**config.mk**
```make
export PLATFORM = sky130hd
export DESIGN_NAME = accumulate
export DESIGN_NICKNAME = d
export VERILOG_FILES = /design/src/rtl/accumulate.sv
export SDC_FILE = /design/constraint.sdc
export NUM_CORES = 1
export LEC_CHECK = 0
export ABC_AREA = 0
export CAP_MARGIN = 20
export CORE_ASPECT_RATIO = 1.1
export CORE_MARGIN = 4
export CORE_UTILIZATION = 30
export CTS_BUF_LIST = sky130_fd_sc_hd__clkbuf_4 sky130_fd_sc_hd__clkbuf_8
export DETAILED_ROUTE_END_ITERATION = 16
export GPL_ROUTABILITY_DRIVEN = 0
export PLACE_DENSITY_LB_ADDON = 0.08
export SLEW_MARGIN = 5
export SYNTH_ARGS = -nofsm -noshare
export SYNTH_HDL_FRONTEND = slang
export SYNTH_SLANG_ARGS = --single-unit
```
**constraint.sdc**
```tcl
create_clock -name clk -period 3.1 [get_ports clk]
set_clock_uncertainty 0.15 [all_clocks]
set_input_delay 0.31 -clock clk [delete_from_list [all_inputs] [get_ports clk]]
set_output_delay 0.31 -clock clk [all_outputs]
set_load 0.05 [all_outputs]
```
**src/rtl/accumulate.sv**
```systemverilog
// Streaming signed Q8.8 packet accumulator.
// Partial sums saturate to 16 bits. The final add is emitted as a raw
// 17-bit value so the downstream 17-to-16 saturate stage can clamp it.
module accumulate #(
  parameter int CNT_W = 8
) (
  input  logic                    clk,
  input  logic                    rst,
  input  logic                    arg_valid,
  output logic                    arg_ready,
  input  logic signed [15:0]      arg_data,
  input  logic                    arg_last,
  output logic                    res_valid,
  input  logic                    res_ready,
  output logic signed [16:0]      res_data,
  output logic [CNT_W-1:0]        res_count
);

  typedef enum logic {
    ST_ACCUM = 1'b0,
    ST_HOLD  = 1'b1
  } state_t;

  state_t                  state_q, state_d;
  logic signed [15:0]      acc_q, acc_d;
  logic [CNT_W-1:0]        cnt_q, cnt_d;
  logic                    res_valid_q, res_valid_d;
  logic signed [16:0]      res_data_q, res_data_d;
  logic [CNT_W-1:0]        res_count_q, res_count_d;

  logic                    beat_acc;
  logic signed [16:0]      sum17;

  // Clamp a 17-bit sum back into the 16-bit signed range.
  function automatic logic signed [15:0] sat16(input logic signed [16:0] s);
    if (s[16] == s[15]) begin
      sat16 = s[15:0];
    end else if (s[16] == 1'b0) begin
      sat16 = 16'sh7fff;
    end else begin
      sat16 = 16'sh8000;
    end
  endfunction

  // Increment the beat counter, sticking at its maximum value.
  function automatic logic [CNT_W-1:0] cnt_inc(input logic [CNT_W-1:0] c);
    if (c == {CNT_W{1'b1}}) begin
      cnt_inc = c;
    end else begin
      cnt_inc = c + 1'b1;
    end
  endfunction

  assign arg_ready = (state_q == ST_ACCUM);
  assign beat_acc  = arg_valid && arg_ready;
  assign sum17     = {acc_q[15], acc_q} + {arg_data[15], arg_data};

  assign res_valid = res_valid_q;
  assign res_data  = res_data_q;
  assign res_count = res_count_q;

  // Next-state: accumulate beats, emit on last, hold until downstream takes the result.
  always_comb begin
    state_d     = state_q;
    acc_d       = acc_q;
    cnt_d       = cnt_q;
    res_valid_d = res_valid_q;
    res_data_d  = res_data_q;
    res_count_d = res_count_q;
    case (state_q)
      ST_ACCUM: begin
        if (beat_acc) begin
          if (arg_last) begin
            // The final add is left unsaturated for the downstream clamp.
            res_data_d  = sum17;
            res_count_d = cnt_inc(cnt_q);
            res_valid_d = 1'b1;
            state_d     = ST_HOLD;
            acc_d       = '0;
            cnt_d       = '0;
          end else begin
            acc_d = sat16(sum17);
            cnt_d = cnt_inc(cnt_q);
          end
        end
      end
      ST_HOLD: begin
        if (res_valid_q && res_ready) begin
          res_valid_d = 1'b0;
          state_d     = ST_ACCUM;
        end
      end
      default: begin
        state_d = ST_ACCUM;
      end
    endcase
  end

  // State register; reset clears everything and drops any packet in flight.
  always_ff @(posedge clk) begin
    if (rst) begin
      state_q     <= ST_ACCUM;
      acc_q       <= '0;
      cnt_q       <= '0;
      res_valid_q <= 1'b0;
      res_data_q  <= '0;
      res_count_q <= '0;
    end else begin
      state_q     <= state_d;
      acc_q       <= acc_d;
      cnt_q       <= cnt_d;
      res_valid_q <= res_valid_d;
      res_data_q  <= res_data_d;
      res_count_q <= res_count_d;
    end
  end

endmodule

```
# == Word-level counts from Yosys, hierarchy flattened ==
# Index checks and enable logic that the tools add are counted.
# totals
register_bits,51
out_inout_bits,27
elab_cells,32
# classes
add_sub_neg,2
eq_ne,5
muxes,13
bitwise,1
n_reduce_logical,5
# op_table
operator,count
16-bit two-way mux,3
16-bit by 16-bit adder with 17-bit output,1
8-bit two-way mux,2
8-bit by 1-bit adder with 8-bit output (second input constant),1
8-bit equality test (second input constant),1
1-bit two-way mux,6
2-bit by 1-bit != test with 1-bit output (second input constant),3
3-bit AND reduction,2
1-bit one-hot mux with 2 select lines,2
1-bit logical AND,2
2-bit AND reduction,1
1-bit equality test,1
1-bit NOT,1

# == Logic depth before layout (Yosys ltp) ==
# Gate-level depths: netlist of the first run.
# depth
ltp_word,4
depth_mapped,11
mapped_depth_nobuf,10

# == Worst setup path after synthesis of the first run ==
# OpenSTA, ideal clock, no wires.
# synth_path
kind,flip-flop to flip-flop
start,register acc_q[0]
end,register acc_q[4]
t_arrival_ps,2499
slack_ps,392
stages_incl_launch_ff,12
period_less_slack_ps,2708
cell_sequence,dfxtp_1 -> ha_1 -> inv_1 -> fa_1 -> nor2b_1 -> o2111ai_1 -> a31oi_1 -> nand4_1 -> a32oi_2 -> buf_2 -> maj3_2 -> a22o_1
# synth_between
elab_chain_cells,4
elab_cells_between_ends,5
cone_classes,add/sub: 1; eq/ne: 1; mux: 3
# synth_rtl
element,line,source
from (decl),25,"logic signed [15:0] acc_q, acc_d;"
from (signal assigned),103,acc_q <= '0;
from (signal assigned),110,acc_q <= acc_d;
16-bit by 16-bit adder with 17-bit output (*),56,"assign sum17 = {acc_q[15], acc_q} + {arg_data[15], arg_data};"
16-bit two-way mux / 1-bit equality test (equally long branches),"38, 36",
16-bit two-way mux (*),36,if (s[16] == s[15]) begin
16-bit two-way mux (*),73,if (arg_last) begin
# Mark *: on every way between the ends. The rest lies on a longest branch, timed or not.
# A chain may end at the register's enable or synchronous reset.

# == Final worst setup path of the first run ==
# layout_path
start,input port arg_data[12]
end,register acc_q[8]
# layout_between
elab_chain_cells,4
elab_cells_between_ends,5
cone_classes,add/sub: 1; eq/ne: 1; mux: 3
# layout_rtl
element,line,source
from (decl),11,"input logic signed [15:0] arg_data,"
16-bit by 16-bit adder with 17-bit output (*),56,
16-bit two-way mux / 1-bit equality test (equally long branches),"38, 36",
16-bit two-way mux (*),36,
16-bit two-way mux (*),73,
# Marked as above.

==> flow_summary.yaml, run 1 <==
timing:
  hold_ws_ns: 0.312
  fin_setup_tns_ns: 0
  slew_headroom: 0.639
  setup_violations: 0
  hold_viol: 0
  finalCritPeriodShare: 0.937
  finalCriticalPeriod_ns: 2.90
  tightestPinTransition_ns: 0.540
  rsz0062_at_grt: "false"
  timing.fmax_mhz: 344
  maxSlewViolCount: 0
flow_run:
  drv_cap: 0
synth:
  synthTopCellsByArea: "dfxtp_1, ha_1, a21oi_1"
  synth_warnings: 0
  synth_flop_cell: "dfxtp_1"
  syn_nets: 396
  synthTopCellsByCount: "dfxtp_1, nor2_1, nand2_1"
  synth_seq_area_share: 0.346
  synthDistinctLibCells: 51
  yosysMostFrequentCell: "dfxtp_1"
  synth_edf_count: 0
  synth_top_area_share: 0.346
  synthArstFlopShare: 0
  synth_area_per_cell_um2: 8.25
  syn_inst: 357
  synth-seq-cells: 51
  netlist_area_um2: 2950
  yosysTopAreaCell: "dfxtp_1"
detailed_routing:
  vias_per_cell: 4.99
  drtIter0Drc: 102
  num_vias: 2692
  routed_wl_um: 8110
  ant_nets: 0
  wire_per_inst_um: 15.0
  first_pass_iters: 4
  drc: 0
die:
  start_util: 0.310
  num_io_pins: 48
  rows: 37
  fp.dieW_um: 102
  die_h_um: 112
  die_area_um2: 11500
  core_area_um2: 9490
clock_network:
  cts_hold_repair.buffers: 0
  cts_root_buffer: "clkbuf_8"
  clock_path_buffers: 2
  numCtsBuffers: 5
  cts_num_sinks: 51
  cts_resized: 0
  clk_pin_slew_ns: 0.09
  h-tree-depth: 2
  cts_setup_buffers: 0
  clkLatencyLatePin_ns: 0.30
  cts_tree: "yes"
placed_design:
  dp_hpwl_um: 6060
  io_buffers: 47
global_routing:
  first_global_vias: 2675
  grt_pass1_wl_um: 13300
  overflow: 0
  grtUsageTotal: 0.145
  antenna_found_initial: 0
  grt_max_degree: 33
power:
  power_density_nw_per_um2: 466
  leakage_nw: 1.55
  ir_worst_vdd_mv: 0.179
setup_path:
  crit_arrival_ns: 2.96
  worstSetupStartpointType: "input port"
  criticalPathCategory: "input port to flop"
  end_kind: "flop"
  critPathMaxStageDelay_ns: 0.43
  critPathMaxFanout: 15
  critPathSlowestCell: "clkdlybuf4s50_1"
  required_ns: 3.15
  path_cells: "clkdlybuf4s50_1 -> ha_1 -> nand4_2 -> or3_1 -> a221o_1 -> a21oi_1 -> and3b_1 -> buf_12 -> maj3_1 -> a22o_1"
finish:
  regArea_um2: 1020
  syn_to_final_growth_pct: 29.9
  drive_gt1_frac: 0.118
  n_antenna_cell: 0
  final.fill_count: 983
  fin_nets: 462
  fin_util: 0.403
  multi_input_area_um2: 1770
status:
  status: "complete, no violations"
worst_hold_path:
  hp-class: "flop to flop"
[layout make-up]
cell class                      count  area share
Inverter                           11      0.0108
Clock inverter                      2     0.00981
Tap cell                          117      0.0382
Sequential cell                    51       0.267
Clock buffer                        5      0.0180
Multi-Input combinational cell    274       0.462
Timing Repair Buffer               80       0.194
[path summary, 6_finish.rpt]
check	startpoint	end	slack (ns)	cells past startpoint
setup reg to reg	acc_q[12]$_SDFFE_PP0P_	acc_q[8]$_SDFFE_PP0P_	0.33	9
hold / removal	res_data[11]$_SDFFE_PP0P_	res_data[11]$_SDFFE_PP0P_	0.31	2
setup / recovery	arg_data[12]	acc_q[8]$_SDFFE_PP0P_	0.20	10
hold reg to reg	res_data[11]$_SDFFE_PP0P_	res_data[11]$_SDFFE_PP0P_	0.31	2
[cell families after synthesis]
kind of cell             count (synthesis)  share of synthesized area
AND/OR/NAND/NOR                        128                      0.194
AO/OA/AOI/OAI                           97                      0.225
flip-flops                              51                      0.346
buffers and inverters                   32                     0.0531
adder cells (fa/ha/maj)                 32                      0.130
XOR/XNOR                                15                     0.0446
multiplexers                             2                    0.00722
[metal layers]
layer / part of all wire / track usage / vias up
met4: 0.011 / 0.0324 / 0
met3: 0.040 / 0.0232 / 7
met5: 0 / 0 / -
met2: 0.47 / 0.239 / 39
met1: 0.47 / 0.196 / 1241
li1: - / - / 1405
[power breakdown]
part / switching, W / internal (W)
logic: 0.000331 / 0.000270
registers: 0.0000242 / 0.000694
clock network: 0.000228 / 0.000236
[worst max-delay path, delay by kind of cell]
family	cells	cell delay, ns
AOI/OAI and AO/OA	3	0.66
adders and majority gates	2	0.68
buffers and inverters	2	0.59
and+or+nand+nor	3	0.73
[metrics by stage]
stage	setup WS, ns	power (W)	instances	instance area (µm²)
floorplan	0.392	0.00113	357	2950
finish	0.196	0.00178	540	3830
detailed placement	-0.135	0.00134	533	3720
global placement	-0.131	0.00134	533	3720
CTS	0.184	0.00181	540	3830
global route	0.00151	0.00188	540	3830
[state kept, by name, summed over array words and instances (netlist names)]
signal	flops
res_valid	1
acc_q	16
state_q	1
res_count	8
cnt_q	8
res_data	17
[placed cells by master (no fill, tap or decap), drive strengths merged, types with 2 or more instances in the layout]
cell and instances:
dfxtp 51, clkdlybuf4s50 47, nor2 46, nand2 45
a21oi 36, buf 33, ha 17, a22o 15
maj3 14, inv 11, xnor2 10, o21ai 9
nor3 8, and2 6, a211oi 6, nand4 6
nor2b 5, xor2 5, and3 5, clkbuf 5
a21o 4, a31oi 4, a22oi 4, nand2b 2
or3 2, o2111ai 2, o21a 2, o21bai 2
a32oi 2
Note: power is estimated with default switching activity, not from simulation.
==> run 2: changes to the inputs <==
GPL_TIMING_DRIVEN = 0   (was default)
==> run 2 against run 1 <==
Against the previous run: non-clock buffer count shrank 10; count of clock-buffer cells in the layout grew 1; register-to-register slack lost 0.14 ns; critical path depth shrank 2; critical endpoint is now acc_q[13]$_SDFFE_PP0P_; largest power group unchanged.
==> flow_summary.yaml, run 2 (synthesized netlist as in run 1, its figures left out) <==
status:
  status: "complete, no violations"
finish:
  syn_to_final_growth_pct: 25.8
  n_antenna_cell: 0
  layout.cells.non_filler: 531
  fin_util: 0.391
  fin_nets: 452
  drive_gt1_frac: 0.0773
  largest_reg_flops: 17
  final_common_cell: "dfxtp_1"
  layout_common_cells: "dfxtp_1, nor2_1, clkdlybuf4s50_1, nand2_1, a21oi_1"
detailed_routing:
  drc: 0
  drtIter0Drc: 78
  ant_nets: 0
  vias_per_cell: 5.10
  first_pass_iters: 6
  routed_wl_um: 8430
  num_vias: 2707
  wire_per_inst_um: 15.9
placed_design:
  io_buffers: 46
  dp.cells: 520
  dp_hpwl_um: 6250
timing:
  tightestPinTransition_ns: 0.862
  finalCritPeriodShare: 0.973
  timing.fmax_mhz: 332
  slew_headroom: 0.411
  maxSlewViolCount: 0
  finalCriticalPeriod_ns: 3.02
  fin_setup_tns_ns: 0
  hold_viol: 0
  setup_violations: 0
setup_path:
  critPathMaxFanout: 10
  criticalPathCategory: "input port to flop"
  required_ns: 3.17
  end_kind: "flop"
  crit_arrival_ns: 3.08
  worstSetupStartpointType: "input port"
flow_run:
  drv_cap: 0
global_routing:
  grt_pass1_wl_um: 13600
  antenna_found_initial: 0
  overflow: 0
  grt_max_degree: 17
  grtUsageTotal: 0.151
  first_global_vias: 2671
power:
  p_total_w: 0.00171
  leakage_nw: 1.44
  ir_worst_vdd_mv: 0.172
  power_density_nw_per_um2: 462
die:
  fp.dieW_um: 102
  die_area_um2: 11500
  num_io_pins: 48
  core_area_um2: 9490
  rows: 37
  start_util: 0.310
  die_h_um: 112
clock_network:
  numCtsBuffers: 5
  clock_path_buffers: 2
  cts_tree: "yes"
  h-tree-depth: 2
  cts_num_sinks: 51
  cts_root_buffer: "clkbuf_8"
  clkLatencyLatePin_ns: 0.32
  clk_pin_slew_ns: 0.10
worst_hold_path:
  hp-class: "flop to flop"
run 2: changes by cell type in the layout (fill, tap and decap cells not counted), sizes merged:
cell / before / now
inv: 11 / 12
buf: 33 / 10
bufinv: 1 / 0
clkdlybuf4s50: 47 / 46
clkbuf: 5 / 20
run 2: area by class of cell:
cell class                      count  area, µm²
Buffer                             21        121
Clock buffer                        6       76.3
Clock inverter                      2       16.3
Fill cell                         977       5780
Inverter                           11       41.3
Multi-Input combinational cell    274       1800
Sequential cell                    51       1020
Tap cell                          117        146
Timing Repair Buffer               49        483
run 2: final timing paths:
path / startpoint / cells after the start / endpoint / slack (ns)
worst min register to register: res_data[11]$_SDFFE_PP0P_ / 2 / res_data[11]$_SDFFE_PP0P_ / 0.31
worst max-delay path: arg_data[13] / 8 / acc_q[13]$_SDFFE_PP0P_ / 0.08
worst max register to register: acc_q[13]$_SDFFE_PP0P_ / 7 / acc_q[13]$_SDFFE_PP0P_ / 0.19
worst min-delay path: res_data[11]$_SDFFE_PP0P_ / 2 / res_data[11]$_SDFFE_PP0P_ / 0.31
run 2: what timing repair did:
item	CTS	global route
hold buffers	0	0
gates resized for setup	4	4
pin swaps	2	2
setup endpoints to repair	17	13
buffers inserted	3	0
run 2: layer usage:
layer / wire [µm] / vias to the layer above / share of wire / GRT usage
met4: 91 / 0 / 0.011 / 0.0306
met2: 4090 / 48 / 0.49 / 0.248
met5: 0 / - / 0 / 0
met1: 3850 / 1274 / 0.46 / 0.196
li1: - / 1376 / - / -
met3: 391 / 9 / 0.046 / 0.0395
run 2: through the flow:
stage / setup slack [ns] / hold WS (ns) / area, µm²
4_1_cts: 0.0549 / 0.321 / 3690
2_1_floorplan: 0.392 / 0.304 / 2950
6_report: 0.0843 / 0.314 / 3710
3_3_place_gp: -0.724 / 0.301 / 3550
5_1_grt: -0.0370 / 0.339 / 3710
3_5_place_dp: -0.765 / 0.306 / 3550
run 2: critical path, cell delays in order:
cell	delay, ns
clkdlybuf4s50_1	0.41
ha_1	0.39
a21o_1	0.19
a2111oi_0	0.79
a32oi_4	0.24
buf_6	0.21
maj3_1	0.34
a22o_1	0.20
run 2: report_power, final:
group	internal [W]	switching, W	total, W
registers	0.000694	0.0000238	0.000718
clock network	0.000172	0.000249	0.000421
logic	0.000239	0.000335	0.000575
total	0.00110	0.000609	0.00171
